[src/rtl/rom_arb_pkg.sv]
// Shared types and the round-robin pick function for the ROM read arbiter.
package rom_arb_pkg;

  typedef enum logic [1:0] {StIdle, StIssue, StWait, StResp} arb_state_e;

  localparam int unsigned MaxReq = 8;

  // First set bit of req searching upward from ptr, wrapping at n.
  function automatic logic [2:0] rr_pick(input logic [MaxReq-1:0] req,
                                         input logic [2:0] ptr,
                                         input int unsigned n);
    logic [3:0] idx;
    rr_pick = ptr;
    for (int k = MaxReq - 1; k >= 0; k--) begin
      if (k < int'(n)) begin
        idx = {1'b0, ptr} + 4'(k);
        if (idx >= 4'(n)) idx = idx - 4'(n);
        if (req[idx[2:0]]) rr_pick = idx[2:0];
      end
    end
  endfunction

endpackage

[src/rtl/rr_priority_pick.sv]
// Combinational round-robin picker over N_REQ request lines.
module rr_priority_pick
  import rom_arb_pkg::*;
#(
  parameter int unsigned N_REQ = 4
) (
  input  logic [N_REQ-1:0] req,
  input  logic [2:0]       ptr,
  output logic [2:0]       winner,
  output logic             any
);

  logic [MaxReq-1:0] req_ext;

  always_comb begin
    req_ext = '0;
    req_ext[N_REQ-1:0] = req;
  end

  assign winner = rr_pick(req_ext, ptr, N_REQ);
  assign any    = |req;

endmodule

[src/rtl/rom_rd_arbiter.sv]
// Round-robin arbiter sharing one synchronous ROM read port between N_REQ clients.
module rom_rd_arbiter
  import rom_arb_pkg::*;
#(
  parameter int unsigned N_REQ       = 4,
  parameter int unsigned ADDR_WIDTH  = 8,
  parameter int unsigned DATA_WIDTH  = 8,
  parameter int unsigned ROM_LATENCY = 1
) (
  input  logic                        CLK_I,
  input  logic                        RST_I,
  input  logic [N_REQ-1:0]            REQ_I,
  input  logic [N_REQ*ADDR_WIDTH-1:0] ADDR_I,
  output logic [N_REQ-1:0]            ACK_O,
  output logic [N_REQ-1:0]            VALID_O,
  output logic [DATA_WIDTH-1:0]       DATA_O,
  output logic                        ERR_O,
  output logic                        ROM_RE_O,
  output logic [ADDR_WIDTH-1:0]       ROM_ADDR_O,
  input  logic [DATA_WIDTH-1:0]       ROM_DATA_I,
  input  logic [ADDR_WIDTH-1:0]       ROM_ADDR_I
);

  arb_state_e            state_q, state_d;
  logic [2:0]            owner_q, owner_d;
  logic [2:0]            rr_ptr_q, rr_ptr_d;
  logic [1:0]            lat_q, lat_d;
  logic [ADDR_WIDTH-1:0] addr_q, addr_d;
  logic [DATA_WIDTH-1:0] data_q, data_d;
  logic [N_REQ-1:0]      ack_q, ack_d;
  logic [N_REQ-1:0]      valid_q, valid_d;
  logic                  re_q, re_d;
  logic                  err_q, err_d;

  logic [2:0] winner;
  logic       any_req;

  rr_priority_pick #(
    .N_REQ(N_REQ)
  ) u_pick (
    .req   (REQ_I),
    .ptr   (rr_ptr_q),
    .winner(winner),
    .any   (any_req)
  );

  always_comb begin
    state_d  = state_q;
    owner_d  = owner_q;
    rr_ptr_d = rr_ptr_q;
    lat_d    = lat_q;
    addr_d   = addr_q;
    data_d   = data_q;
    ack_d    = '0;
    valid_d  = '0;
    re_d     = 1'b0;
    err_d    = err_q;
    case (state_q)
      // RESP doubles as an arbitration slot so back-to-back reads lose no cycle.
      StIdle, StResp: begin
        state_d = StIdle;
        if (any_req) begin
          state_d = StIssue;
          owner_d = winner;
          addr_d  = ADDR_I[int'(winner)*ADDR_WIDTH +: ADDR_WIDTH];
          ack_d   = N_REQ'(1) << winner;
          re_d    = 1'b1;
        end
      end
      StIssue: begin
        state_d = StWait;
        lat_d   = 2'(ROM_LATENCY - 1);
      end
      StWait: begin
        if (lat_q == 2'd0) begin
          state_d  = StResp;
          data_d   = ROM_DATA_I;
          valid_d  = N_REQ'(1) << owner_q;
          rr_ptr_d = (owner_q == 3'(N_REQ - 1)) ? 3'd0 : owner_q + 3'd1;
          if (ROM_ADDR_I != addr_q) err_d = 1'b1;
        end else begin
          lat_d = lat_q - 2'd1;
        end
      end
      default: state_d = StIdle;
    endcase
  end

  always_ff @(posedge CLK_I or posedge RST_I) begin
    if (RST_I) begin
      state_q  <= StIdle;
      owner_q  <= '0;
      rr_ptr_q <= '0;
      lat_q    <= '0;
      addr_q   <= '0;
      data_q   <= '0;
      ack_q    <= '0;
      valid_q  <= '0;
      re_q     <= 1'b0;
      err_q    <= 1'b0;
    end else begin
      state_q  <= state_d;
      owner_q  <= owner_d;
      rr_ptr_q <= rr_ptr_d;
      lat_q    <= lat_d;
      addr_q   <= addr_d;
      data_q   <= data_d;
      ack_q    <= ack_d;
      valid_q  <= valid_d;
      re_q     <= re_d;
      err_q    <= err_d;
    end
  end

  assign ACK_O      = ack_q;
  assign VALID_O    = valid_q;
  assign DATA_O     = data_q;
  assign ERR_O      = err_q;
  assign ROM_RE_O   = re_q;
  assign ROM_ADDR_O = addr_q;

endmodule

[config.mk]
export PLATFORM = sky130hd
export DESIGN_NAME = rom_rd_arbiter
export DESIGN_NICKNAME = d
export VERILOG_FILES = /design/src/rtl/rom_arb_pkg.sv /design/src/rtl/rr_priority_pick.sv /design/src/rtl/rom_rd_arbiter.sv
export SDC_FILE = /design/constraint.sdc
export NUM_CORES = 1
export LEC_CHECK = 0
export CAP_MARGIN = 10
export CORE_MARGIN = 2
export CORE_UTILIZATION = 45
export DETAILED_ROUTE_END_ITERATION = 16
export DONT_BUFFER_PORTS = 1
export PLACE_DENSITY = 0.67
export SKIP_CTS_REPAIR_TIMING = 1
export SYNTH_ARGS = -nofsm -noshare
export SYNTH_HDL_FRONTEND = slang
export SYNTH_SLANG_ARGS = --single-unit
[constraint.sdc]
create_clock -name CLK_I -period 4 [get_ports CLK_I]
set_clock_uncertainty 0.2 [all_clocks]
set_input_delay 0.6 -clock CLK_I [delete_from_list [all_inputs] [get_ports CLK_I]]
set_output_delay 0.6 -clock CLK_I [all_outputs]
set_load 0.05 [all_outputs]
==> impl_table.tex <==
\begin{tabular}{lr}
\hline
Metric & Value \\
\hline
\multicolumn{2}{l}{\textbf{Logic synthesis}} \\
Sequential cell area fraction in the yosys report & 43.2\% \\
Post-synthesis cell area & 2080 um\^{}2 \\
Area share of the leading cell type in the synthesized netlist & 43.2\% \\
Cell type contributing the most total cell area after synthesis & dfrtp\_1 \\
Number of storage elements in the synthesis netlist & 36 \\
Share of flip-flops with an asynchronous set or reset & between 90\% and 100\% \\
Syn avg cell area & 10.5 um\^{}2 \\
Number of enable flip-flop cells after synthesis & 0 \\
Yosys warns & 0 \\
Count of mapped cells out of synthesis & 199 \\
Synth top area cells & dfrtp\_1 43\%, mux2i\_1 9.1\%, mux2\_2 5.4\% \\
Primary flip-flop cell chosen by synthesis mapping & dfrtp\_1 \\
Count of distinct cell types in the synthesized netlist & 40 \\
Synth Net Count & 261 \\
\multicolumn{2}{l}{\textbf{Timing}} \\
Peak Freq & 342 MHz \\
Slew headroom & 39.6\% \\
Post-layout min period & around 3 ns \\
Slew at the pin with the worst max-slew slack & a little over 0.9 ns \\
Setup TNS & 0 ns \\
Unrepaired setup endpoints after global routing & no \\
Count of endpoints failing setup in the final report & 0 \\
Final WS setup & 1.07 ns \\
Period utilization & 73.2\% \\
Pins over their slew limit & 0 \\
Endpoints failing hold & 0 \\
\multicolumn{2}{l}{\textbf{Placed design}} \\
Placed cell area & about 2100 um\^{}2 \\
RD Place Congestion & between 0.8 and 0.9 \\
Worst setup timing slack at the placement stage & 1.08 ns \\
Number of cells in the design after placement & 244 \\
Number of buffers added on ports & 0 \\
Final HPWL DP & between 3000 and 4000 um \\
\multicolumn{2}{l}{\textbf{Routing}} \\
Count of vias placed by the detailed router & 1490 \\
Routed wire length per instance & 17.2 um \\
Detailed-route wire length & 4330 um \\
Via-per-instance ratio & 5.91 \\
Antenna-violating nets left & 0 \\
Residual DRC count & 0 \\
Number of optimization iterations in the first detailed-route pass & 4 \\
Iteration-0 DRC Markers & between 100 and 150 \\
\multicolumn{2}{l}{\textbf{GRT}} \\
Antenna violations before repair & 0 \\
Met3 Track Usage GR & about 5.6\% \\
Largest net degree at the start of global routing & 25 \\
GRT Max-Usage Layer & met2 \\
Vias in the first global route & about 1.5k \\
Met1 track utilization from global routing & 22.9\% \\
Total routing usage reported by global routing & 17.8\% \\
Met2 GRT Util & 27.7\% \\
First-pass GRT wire length & 7090 um \\
Grt total ovfl & 0 \\
\multicolumn{2}{l}{\textbf{Clock tree}} \\
TritonCTS clock tree & built \\
Clk Latency, worst-skew pair & 0.29 ns \\
Clock transition at the register clock pins on the worst setup and hold paths after CTS & 0.08 ns \\
Sinks on Clock Net & 36 \\
CTS Root Buffer Type & clkbuf\_8 \\
Number of buffers created by CTS & 5 \\
Number of buffers on the longest clock path & 2 \\
Deepest level of the CTS H-tree & 2 \\
\multicolumn{2}{l}{\textbf{Pwr}} \\
Leakage component of the power & 0.000986 uW \\
Cell area power density & 1030 nW/um\^{}2 \\
Maximum VDD drop & 0.495 mV \\
\multicolumn{2}{l}{\textbf{Cells and area}} \\
Post-route cell area & 2220 um\^{}2 \\
Fraction of layout cells with a size suffix above 1 & a little over an eighth \\
Area overhead of the layout relative to synthesis & 6.60\% \\
Post-layout nets & 261 \\
Final instance count without filler cells & 252 \\
Count of inserted antenna diode cells & 0 \\
Number of filler cells placed in the layout & between 400 and 500 \\
\multicolumn{2}{l}{\textbf{Floorplan}} \\
Site Rows & 24 \\
Die X & 72.1 um \\
Initial standard-cell utilization of the core & 47.2\% \\
Die Outline Area & 5190 um\^{}2 \\
Placeable core region & 4410 um\^{}2 \\
Die height & 72.1 um \\
IO Count & 80 \\
\multicolumn{2}{l}{\textbf{Worst setup path}} \\
CP Data Required Time & 3.95 ns \\
Arrival time reported for the critical path endpoint & roughly 2.9 ns \\
Top fanout value on the critical path & 21 \\
Kind of critical path & flip-flop to flip-flop \\
Sort of element at the start of the critical path & flip-flop \\
CP endpoint kind & flip-flop \\
\multicolumn{2}{l}{\textbf{Flow run}} \\
Max Cap Viol & 0 \\
\multicolumn{2}{l}{\textbf{Status}} \\
Outcome & completed \\
\multicolumn{2}{l}{\textbf{Worst hold path}} \\
Kind of path behind the tightest hold check & input pin to asynchronous set/reset pin \\
\hline
\end{tabular}
-- synthesized netlist by cell type, types with 4 or more instances --
cell type	instances
inv_1	11
dfrtp_1	36
nand2_1	19
a21oi_1	7
o221ai_1	8
clkbuf_1	4
mux2i_1	19
ha_1	8
nor3b_1	5
buf_2	4
mux2_2	10
xnor2_1	8
nor2_1	11
nand2b_1	4
o21ai_0	11
-- layer usage --
layer	wire, um	vias to the layer above
li1	-	714
met2	2210	47
met5	0	-
met3	253	6
met4	59	0
met1	1810	723
-- state kept, by name (all words and copies together) (netlist names) --
register	count
owner_q	3
VALID_O	4
ROM_ADDR_O	8
lat_q	2
ACK_O	4
rr_ptr_q	3
ROM_RE_O	1
ERR_O	1
DATA_O	8
state_q	2
-- layout make-up --
| type | count | area [um^2] | area share, % |
|---|---|---|---|
| clock buffer | 6 | 82.6 | 3.72 |
| clock inverter | 2 | 10.0 | 0.450 |
| inverter | 11 | 41.3 | 1.86 |
| multi-input combinational | 141 | 1090 | 49.2 |
| sequential | 36 | 901 | 40.5 |
| tap | 52 | 65.1 | 2.93 |
| timing repair buffer | 4 | 30.0 | 1.35 |
-- cell families after synthesis --
group / synth area share (%)
fa+ha+maj: 4.80
buf+inv: 5.10
xor+xnor: 3.36
flops: 43.2
simple gates: 13.3
mux: 16.7
compound gates: 13.5
-- critical path, stage by stage (launching register included) --
cell and delay (ns):
dfrtp_1 0.50, inv_1 0.12, ha_1 0.46, mux4_2 0.40, and4_4 0.20, a211oi_4 0.19
buf_4 0.33, mux2i_1 0.23, o221ai_1 0.14
-- per-stage QoR --
step,util [%],hold WS [ns],total power [uW]
floorplan,-,0.249,1850
global placement,48.2,0.269,2010
detailed placement,48.2,0.282,2040
CTS,50.3,0.233,2310
global route,50.3,0.244,2460
finish,50.3,0.195,2290
-- final timing paths --
check	startpoint	to	slack (ns)	cells after the start
worst max-delay path	rr_ptr_q[1]	ROM_ADDR_O[6]	1.07	8
worst min-delay path	RST_I	rr_ptr_q[0]	0.20	1
worst max register to register	rr_ptr_q[1]	ROM_ADDR_O[6]	1.07	8
worst min register to register	lat_q[0]	lat_q[0]	0.28	1
max in group asynchronous	RST_I	ROM_ADDR_O[2]	2.69	2
min in group CLK_I	ROM_DATA_I[7]	DATA_O[7]	0.27	1
-- placed cells by master (no fill, tap or decap), drive strengths merged, types with 2 or more instances in the layout --
cell type	synthesis	layout
a211oi	2	2
a21oi	7	7
a31o	2	2
and4	2	2
buf	7	4
clkbuf	4	6
clkinv	0	2
dfrtp	36	36
ha	8	8
inv	11	11
mux2	10	10
mux2i	19	19
mux4	2	2
nand2	19	19
nand2b	4	4
nand3	3	3
nand4	3	3
nor2	11	11
nor2b	2	2
nor3b	5	5
o21ai	11	11
o221ai	8	8
o31ai	2	2
xnor2	8	8
-- report_power, final --
group / switching, uW / internal [uW]
registers: 485 / 505
logic: 560 / 477
clock network: 125 / 137
(Power assumes the default switching activity.)
